## src/rtl/obstacle_scroller.sv

```systemverilog
// Multi-slot obstacle engine: slots scroll left once per running frame and respawn at
// SPAWN_X after an LFSR-randomised gap; answers a registered per-pixel hit query.
module obstacle_scroller #(
  parameter int          NUM_OBS   = 3,
  parameter int          X_WIDTH   = 10,
  parameter int          VEL_WIDTH = 6,
  parameter int          SPAWN_X   = 640,
  parameter int          OBS_W     = 49,
  parameter int          OBS_Y     = 255,
  parameter int          OBS_H     = 80,
  parameter int          MIN_GAP   = 40,
  parameter int          GAP_BITS  = 5,
  parameter int          INIT_GAP  = 20,
  parameter logic [15:0] LFSR_SEED = 16'hACE1
) (
  input  logic                         clk_i,
  input  logic                         reset_i,
  input  logic                         frame_tick_i,
  input  logic                         run_i,
  input  logic                         clear_i,
  input  logic [VEL_WIDTH-1:0]         velocity_i,
  input  logic [X_WIDTH-1:0]           px_i,
  input  logic [8:0]                   py_i,
  output logic [NUM_OBS*X_WIDTH-1:0]   obs_x_o,
  output logic [NUM_OBS-1:0]           obs_active_o,
  output logic                         obs_hit_o,
  output logic [$clog2(NUM_OBS)-1:0]   obs_hit_idx_o,
  output logic [15:0]                  spawn_count_o
);

  localparam int IDX_W = $clog2(NUM_OBS);
  localparam int Y_END = OBS_Y + OBS_H;

  localparam logic [X_WIDTH-1:0] SPAWN_XV   = SPAWN_X[X_WIDTH-1:0];
  localparam logic [X_WIDTH:0]   OBS_W_X    = OBS_W[X_WIDTH:0];
  localparam logic [9:0]         Y_TOP      = OBS_Y[9:0];
  localparam logic [9:0]         Y_BOT      = Y_END[9:0];
  localparam logic [7:0]         MIN_GAP_V  = MIN_GAP[7:0];
  localparam logic [7:0]         INIT_GAP_V = INIT_GAP[7:0];

  logic [X_WIDTH-1:0] x_q [NUM_OBS];
  logic [X_WIDTH-1:0] x_d [NUM_OBS];
  logic [NUM_OBS-1:0] active_q, active_d;
  logic [7:0]         gap_q, gap_d;
  logic [15:0]        lfsr_q, lfsr_d;
  logic [15:0]        spawn_cnt_q, spawn_cnt_d;
  logic               hit_q, hit_d;
  logic [IDX_W-1:0]   hit_idx_q, hit_idx_d;

  logic [X_WIDTH-1:0] vel_s;
  logic               free_found_s;
  logic [IDX_W-1:0]   free_idx_s;
  logic [NUM_OBS-1:0] hit_vec_s;
  logic               y_in_s;

  // Fibonacci LFSR, x^16+x^14+x^13+x^11+1, shifting towards bit 0.
  function automatic logic [15:0] lfsr_step(input logic [15:0] s);
    return {s[0] ^ s[2] ^ s[3] ^ s[5], s[15:1]};
  endfunction

  function automatic logic [7:0] gap_reload(input logic [15:0] s);
    return MIN_GAP_V + 8'(s[GAP_BITS-1:0]);
  endfunction

  assign vel_s        = X_WIDTH'(velocity_i);
  assign free_found_s = ~&active_q;

  // Lowest free slot of the pre-tick mask (descending scan leaves the lowest).
  always_comb begin
    free_idx_s = '0;
    for (int i = NUM_OBS - 1; i >= 0; i--) begin
      free_idx_s = active_q[i] ? free_idx_s : IDX_W'(i);
    end
  end

  // Per-slot pixel test, widened by one bit so x + OBS_W cannot wrap.
  always_comb begin
    y_in_s    = ({1'b0, py_i} >= Y_TOP) && ({1'b0, py_i} < Y_BOT);
    hit_vec_s = '0;
    hit_idx_d = '0;
    for (int i = 0; i < NUM_OBS; i++) begin
      hit_vec_s[i] = active_q[i] && y_in_s
                  && ({1'b0, px_i} >= {1'b0, x_q[i]})
                  && ({1'b0, px_i} < ({1'b0, x_q[i]} + OBS_W_X));
    end
    for (int i = NUM_OBS - 1; i >= 0; i--) begin
      hit_idx_d = hit_vec_s[i] ? IDX_W'(i) : hit_idx_d;
    end
    hit_d = |hit_vec_s;
  end

  // Frame update: move, gap countdown and spawn, all judged on pre-tick state.
  always_comb begin
    x_d         = x_q;
    active_d    = active_q;
    gap_d       = gap_q;
    spawn_cnt_d = spawn_cnt_q;
    lfsr_d      = frame_tick_i ? lfsr_step(lfsr_q) : lfsr_q;
    if (frame_tick_i && run_i) begin
      for (int i = 0; i < NUM_OBS; i++) begin
        if (active_q[i] && (x_q[i] <= vel_s)) begin
          active_d[i] = 1'b0;
          x_d[i]      = '0;
        end else if (active_q[i]) begin
          x_d[i] = x_q[i] - vel_s;
        end else begin
          x_d[i] = x_q[i];
        end
      end
      // The spawn slot was free before the tick, so the move loop never touched it.
      if (gap_q != 8'd0) begin
        gap_d = gap_q - 8'd1;
      end else if (free_found_s) begin
        x_d[free_idx_s]      = SPAWN_XV;
        active_d[free_idx_s] = 1'b1;
        gap_d                = gap_reload(lfsr_q);
        spawn_cnt_d          = spawn_cnt_q + 16'd1;
      end else begin
        gap_d = 8'd0;
      end
    end else begin
      gap_d = gap_q;
    end
  end

  // State registers: reset restores everything, clear keeps the LFSR and spawn count.
  always_ff @(posedge clk_i) begin
    if (reset_i) begin
      for (int i = 0; i < NUM_OBS; i++) begin
        x_q[i] <= '0;
      end
      active_q    <= '0;
      gap_q       <= INIT_GAP_V;
      lfsr_q      <= LFSR_SEED;
      spawn_cnt_q <= 16'd0;
      hit_q       <= 1'b0;
      hit_idx_q   <= '0;
    end else if (clear_i) begin
      for (int i = 0; i < NUM_OBS; i++) begin
        x_q[i] <= '0;
      end
      active_q  <= '0;
      gap_q     <= INIT_GAP_V;
      hit_q     <= 1'b0;
      hit_idx_q <= '0;
    end else begin
      x_q         <= x_d;
      active_q    <= active_d;
      gap_q       <= gap_d;
      lfsr_q      <= lfsr_d;
      spawn_cnt_q <= spawn_cnt_d;
      hit_q       <= hit_d;
      hit_idx_q   <= hit_idx_d;
    end
  end

  for (genvar g = 0; g < NUM_OBS; g++) begin : g_pack
    assign obs_x_o[g*X_WIDTH +: X_WIDTH] = x_q[g];
  end

  assign obs_active_o  = active_q;
  assign obs_hit_o     = hit_q;
  assign obs_hit_idx_o = hit_idx_q;
  assign spawn_count_o = spawn_cnt_q;

endmodule

```

## config.mk

```make
export PLATFORM = sky130hd
export DESIGN_NAME = obstacle_scroller
export DESIGN_NICKNAME = d
export VERILOG_FILES = /design/src/rtl/obstacle_scroller.sv
export SDC_FILE = /design/constraint.sdc
export NUM_CORES = 1
export LEC_CHECK = 0
export CORE_MARGIN = 5
export CORE_UTILIZATION = 55
export CTS_CLUSTER_DIAMETER = 50
export DETAILED_ROUTE_END_ITERATION = 10
export MAX_ROUTING_LAYER = met4
export PLACE_DENSITY_LB_ADDON = 0.25
export SLEW_MARGIN = 20
export SYNTH_ARGS = -nofsm -noshare
export SYNTH_HDL_FRONTEND = slang
export SYNTH_SLANG_ARGS = --single-unit
```

## constraint.sdc

```tcl
create_clock -name clk_i -period 3.3 [get_ports clk_i]
set_input_delay 0.825 -clock clk_i [delete_from_list [all_inputs] [get_ports clk_i]]
set_output_delay 0.825 -clock clk_i [all_outputs]
set_load 0.05 [all_outputs]
```

After elaboration in Yosys (flattened, before gate mapping)
Cells that the tools add are included.
W data, S select, Z words.

word-level totals
  register bits after elaboration = 76
  bits of input ports = 30
  output and inout bits = 52

cells by class
  add/sub/neg operators = 9
  order comparisons = 15
  muxes and demuxes = 30
  bitwise logic cells = 11
  reductions and logical operators = 24

operators by type and width
  cell                     number
  $mux W10                 10
  $mux W30                 2
  $add A10 B6 Y11 const B  3
  $lt A10 B11 Y1           3
  $ge A10 B10 Y1           3
  $le A10 B6 Y1            3
  $sub A10 B6 Y10          3
  $and A24 B24 Y24         1
  $not A24 Y24             1
  $demux W10 S2            1
  $add A16 B1 Y16 const B  1
  $logic_and A1 B1 Y1      16
  $ge A9 B8 Y1 const B     1
  $lt A9 B9 Y1 const B     1
  $mux W1                  8
  $mux W2                  4
  $mux W8                  1
  $reduce_bool A8 Y1       1
  $sub A8 B1 Y8 const B    1
  $add A6 B5 Y7 const A    1
  $mux W7                  1
  $mux W3                  2
  $or A6 B6 Y6             1
  $reduce_or A3 Y1         2
  14 further kinds         18

Depth between registers and ports, before layout
  depth in word-level cells = 12
  mapped depth = 13
  mapped depth without buffers = 13

Least setup slack after synthesis
Ideal clock, no wire load.

  kind = reg2reg
  from = reg x_q, in the netlist obs_x_o[11]
  to = reg hit_idx_q[1], in the netlist obs_hit_idx_o[1]
  setup time = 115 ps
  arrival = 2653 ps
  slack = 532 ps
  stages on the path, launching flop included = 13
  path buffers = 0
  cell sequence = dfxtp_1 -> ha_1 -> and3_1 -> nor3_1 -> nor3_1 -> xnor2_1 -> ha_1 -> a211oi_1 -> o21ai_0 -> o21ai_0 -> nand4_1 -> nor2b_1 -> and2_1

on the way
  cells in the longest elaborated chain, start to end = 4
  elaborated cells between the ends (all ways) = 6

RTL lines
  element                                                line    RTL
  from (decl)                                            41      logic [X_WIDTH-1:0] x_q [NUM_OBS];
  from (signal, indexed assignment)                      130     x_q[i] <= '0;
  from (signal, indexed assignment)                      140     x_q[i] <= '0;
  from (signal assigned)                                 147     x_q <= x_d;
  $add A10 B6 Y11 or $ge A10 B10 Y1 (tied branches)      84, 83
  $lt A10 B11 Y1 or $logic_and A1 B1 Y1 (tied branches)  84, 83
  $logic_and A1 B1 Y1 (*)                                84      && ({1'b0, px_i} < ({1'b0, x_q[i]} + OBS_W_X));
  $reduce_or A4 Y1 (no line) (*)                         n/a
  to (signal assigned)                                   153     hit_idx_q <= hit_idx_d;
  to (decl)                                              48      logic [IDX_W-1:0] hit_idx_q, hit_idx_d;

Every way passes the cells marked *; elsewhere a longest branch is shown, timed or not.
A chain may end at the register's enable or synchronous reset.

Final worst setup path
  from = in velocity_i[0]
  to = reg x_q, in the netlist obs_x_o[26]

on the way
  cells in the longest elaborated chain, start to end = 7
  elaborated cells between the ends (all ways) = 9

RTL lines
  element                                           line      RTL
  from (decl)                                       21        input logic [VEL_WIDTH-1:0] velocity_i,
  $sub A10 B6 Y10 or $le A10 B6 Y1 (tied branches)  105, 101
  $mux W10 or $logic_and A1 B1 Y1 (tied branches)   104, 101
  $mux W10 (*)                                      101       if (active_q[i] && (x_q[i] <= vel_s)) begin
  $mux W10 (*)                                      99        if (frame_tick_i && run_i) begin
  $and A24 B24 Y24 (no line)                        n/a
  $mux W30                                          113       end else if (free_found_s) begin
  $mux W30 (*)                                      111       if (gap_q != 8'd0) begin

Every way passes the cells marked *; elsewhere a longest branch is shown, timed or not. The select of a mux whose other input is x is not followed.

==> results.py <==
metrics = {
    "logic_synthesis": {
        "synth_area_sq_um": 5890,
        "synth-seq-area-share": 0.258,
        "synth_cell_types": 60,
        "synth_area_leaders": "dfxtp_1, ha_1, xnor2_1",
        "async_flop_share": 0,
        "yosys_register_bits": 76,
        "synth_top_area_frac": 0.258,
        "yosys.area.top_type": "dfxtp_1",
        "syn-instance-count": 743,
        "synth-edff-count": 0,
        "synth_nets": 860,
        "syn_area_per_cell_sq_um": 7.93,
        "synthFlopType": "dfxtp_1",
        "yosys_warnings": 0,
    },
    "placement": {
        "dp_hpwl_microns": 12000,
        "gp_congestion": 0.918,
        "post-place-ws_ns": -0.0610,
        "placed_area_sq_um": 6900,
        "io_buffers": 81,
        "place_inst": 953,
    },
    "critical_path": {
        "cp_slowest_cell": "clkdlybuf4s50_1",
        "worstReg2RegStart": "obs_x_o[10]",
        "crit_arrival_ns": 3.32,
        "path_max_fanout": 3,
        "cp_top_family": "compound AO/OA/AOI/OAI gates",
        "reg2reg_slack_ns": 0.34,
        "max_stage_delay_ns": 0.49,
        "cp.depth": 10,
        "worst-path-buf-inv": 1,
        "cp-start-kind": "input port",
        "r2r_end": "obs_hit_idx_o[1]",
        "cp-end-kind": "flop",
        "cp-startpoint": "velocity_i[0]",
        "crit_top_cell": "a21oi_1",
        "reg2reg_depth": 12,
        "worst_ep_required_time_ns": 3.59,
        "critPathKind": "in -> reg",
        "worstPathCellList": "clkdlybuf4s50_1 > ha_1 > fa_1 > nor2b_1 > o21ai_1 > a21oi_1 > o22ai_1 > a311oi_1 > a21oi_1 > o21ai_0",
    },
    "floorplanning": {
        "die_h_microns": 114,
        "dieArea_sq_um": 12900,
        "io_pins": 82,
        "die_w_microns": 114,
        "row_count": 37,
        "initial_core_util": 0.568,
        "core_sq_um": 10400,
    },
    "cells_and_area": {
        "num_antenna_cells": 0,
        "fillers": 850,
        "final_cells": 969,
        "area_delta_synth_final_pct": 20.9,
        "drive_gt1_frac": 0.0576,
        "fin_util": 0.687,
        "finish.instance_area_sq_um": 7120,
        "fin_nets": 945,
    },
    "timing": {
        "setup-violations-final": 0,
        "period_minus_slack_ns": 3.04,
        "hold_viol": 0,
        "skew_ns": 0.0155,
        "setup_tns_ns": 0,
        "layout_setup_ws_ns": 0.264,
        "maxSlewViolCount": 0,
        "period_share": 0.920,
        "timing.hold.ws_ns": 0.459,
        "worstMarginPinSlew_ns": 0.754,
        "relSlewSlack": 0.493,
        "rsz0062_at_grt": "no",
        "fmax_ghz": 0.329,
    },
    "clock_tree": {
        "cts.clk_slew.worst_paths_ns": 0.08,
        "cts_made_buffers": 9,
        "clk_latency_ns": 0.36,
        "clockBufferDepth": 2,
        "cts_num_sinks": 76,
        "postCtsSetupBuffers": 0,
        "cts_hold_buf": 0,
        "cts_resized": 0,
        "cts_root_buffer": "clkbuf_8",
        "cts_tree": "done",
        "htreeDepth": 3,
    },
    "worst_hold_path": {
        "hold_start": "lfsr_q[9]",
        "whs_endpoint": "lfsr_q[8]",
        "hold_path_class": "reg -> reg",
        "min_path_cells": 2,
    },
    "global_routing": {
        "grt_pass1_vias": 5580,
        "grt_usage": 0.249,
        "grt_pass1_wl_microns": 26000,
        "grt_antenna_before_repair": 0,
        "grt_start_max_net_pins": 33,
        "overflow": 0,
    },
    "routing": {
        "routed_wl_microns": 15400,
        "first_pass_iters": 5,
        "drtIter0Drc": 340,
        "drt-wirelength-per-cell_microns": 15.9,
        "ant_nets": 0,
        "via_per_inst": 5.90,
        "vias": 5719,
        "drc": 0,
    },
    "power_and_ir_drop": {
        "total_power_mw": 2.04,
        "p_per_area_nw_per_um2": 287,
        "power.leakage_nw": 2.69,
        "peakVddDrop_mv": 0.239,
    },
    "job": {
        "cap_viol_max_count": 0,
    },
    "run_status": {
        "status": "finished clean",
    },
}
==> metal layers <==
| metal | vias to the layer above | part of all wire | global-route usage |
|---|---|---|---|
| li1 | 2826 | - | - |
| met1 | 2666 | 0.46 | 0.330 |
| met2 | 200 | 0.45 | 0.388 |
| met3 | 27 | 0.065 | 0.0509 |
| met4 | 0 | 0.018 | 0.0665 |
| met5 | - | 0 | - |
==> flip-flops by register name, summed over array words and instances, names as in the netlist <==
signal and count:
obs_x_o 30, lfsr_q 16, spawn_count_o 16, gap_q 8, obs_active_o 3, obs_hit_idx_o 2
obs_hit_o 1
==> synth_stat cells (5+ instances only) <==
library cell / n
a211oi_1: 9
a21boi_0: 5
a21o_1: 6
a21oi_1: 57
a22oi_1: 18
a41oi_1: 6
and3_1: 5
clkbuf_1: 21
dfxtp_1: 76
ha_1: 84
inv_1: 55
nand2_1: 80
nand2b_1: 8
nand3_1: 32
nand3b_1: 9
nand4_1: 8
nor2_1: 64
nor2b_1: 14
nor3_1: 21
nor3_2: 5
nor4_1: 7
o211ai_1: 5
o21ai_0: 26
o21ai_1: 5
xnor2_1: 41
xor2_1: 9
==> logic make-up (layout without fill, tap and decap cells) <==
kind of cell    count (synthesis)  after routing  share of synthesized area
mux                             1              1                    0.00170
flops                          76             76                      0.258
compound gates                171            171                      0.186
simple gates                  280            280                      0.240
xor+xnor                       50             50                     0.0743
buf+inv                        78            168                     0.0510
fa+ha+maj                      87             87                      0.189
==> layout by cell type, fill, tap and decap left out, types with 26 or more instances in the layout <==
cell,n
ha_1,84
clkdlybuf4s50_1,81
nand2_1,80
dfxtp_1,76
nor2_1,64
a21oi_1,57
inv_1,55
xnor2_1,41
nand3_1,32
o21ai_0,26
==> worst max path at each step <==
stage                                   to
final                          obs_x_o[26]
after global routing           obs_x_o[15]
after CTS                      obs_x_o[26]
after detailed placement       obs_x_o[15]
after global placement         obs_x_o[15]
after floorplan           obs_hit_idx_o[1]
==> worst min-delay path, delay by kind of cell (launching register included) <==
family	cells	cell delay, ns
simple gates	1	0.05
flops	1	0.32
compound gates	1	0.05
==> final cells by class <==
type / instances / area (sq um) / area share
multi-input cells: 589 / 4070 / 0.572
flip-flops and latches: 76 / 1520 / 0.214
repair buffers: 97 / 931 / 0.131
inverters: 55 / 206 / 0.0290
well taps: 136 / 170 / 0.0239
clock buffers: 9 / 124 / 0.0174
clock inverters: 7 / 98.8 / 0.0139
==> where the power goes <==
group / leakage (nW) / internal [mW] / total (mW) / switching, mW
logic: 1.96 / 0.129 / 0.289 / 0.160
clock network: 0.110 / 0.430 / 0.811 / 0.381
registers: 0.615 / 0.930 / 0.943 / 0.0128
Power figures use the tool's default switching activity.
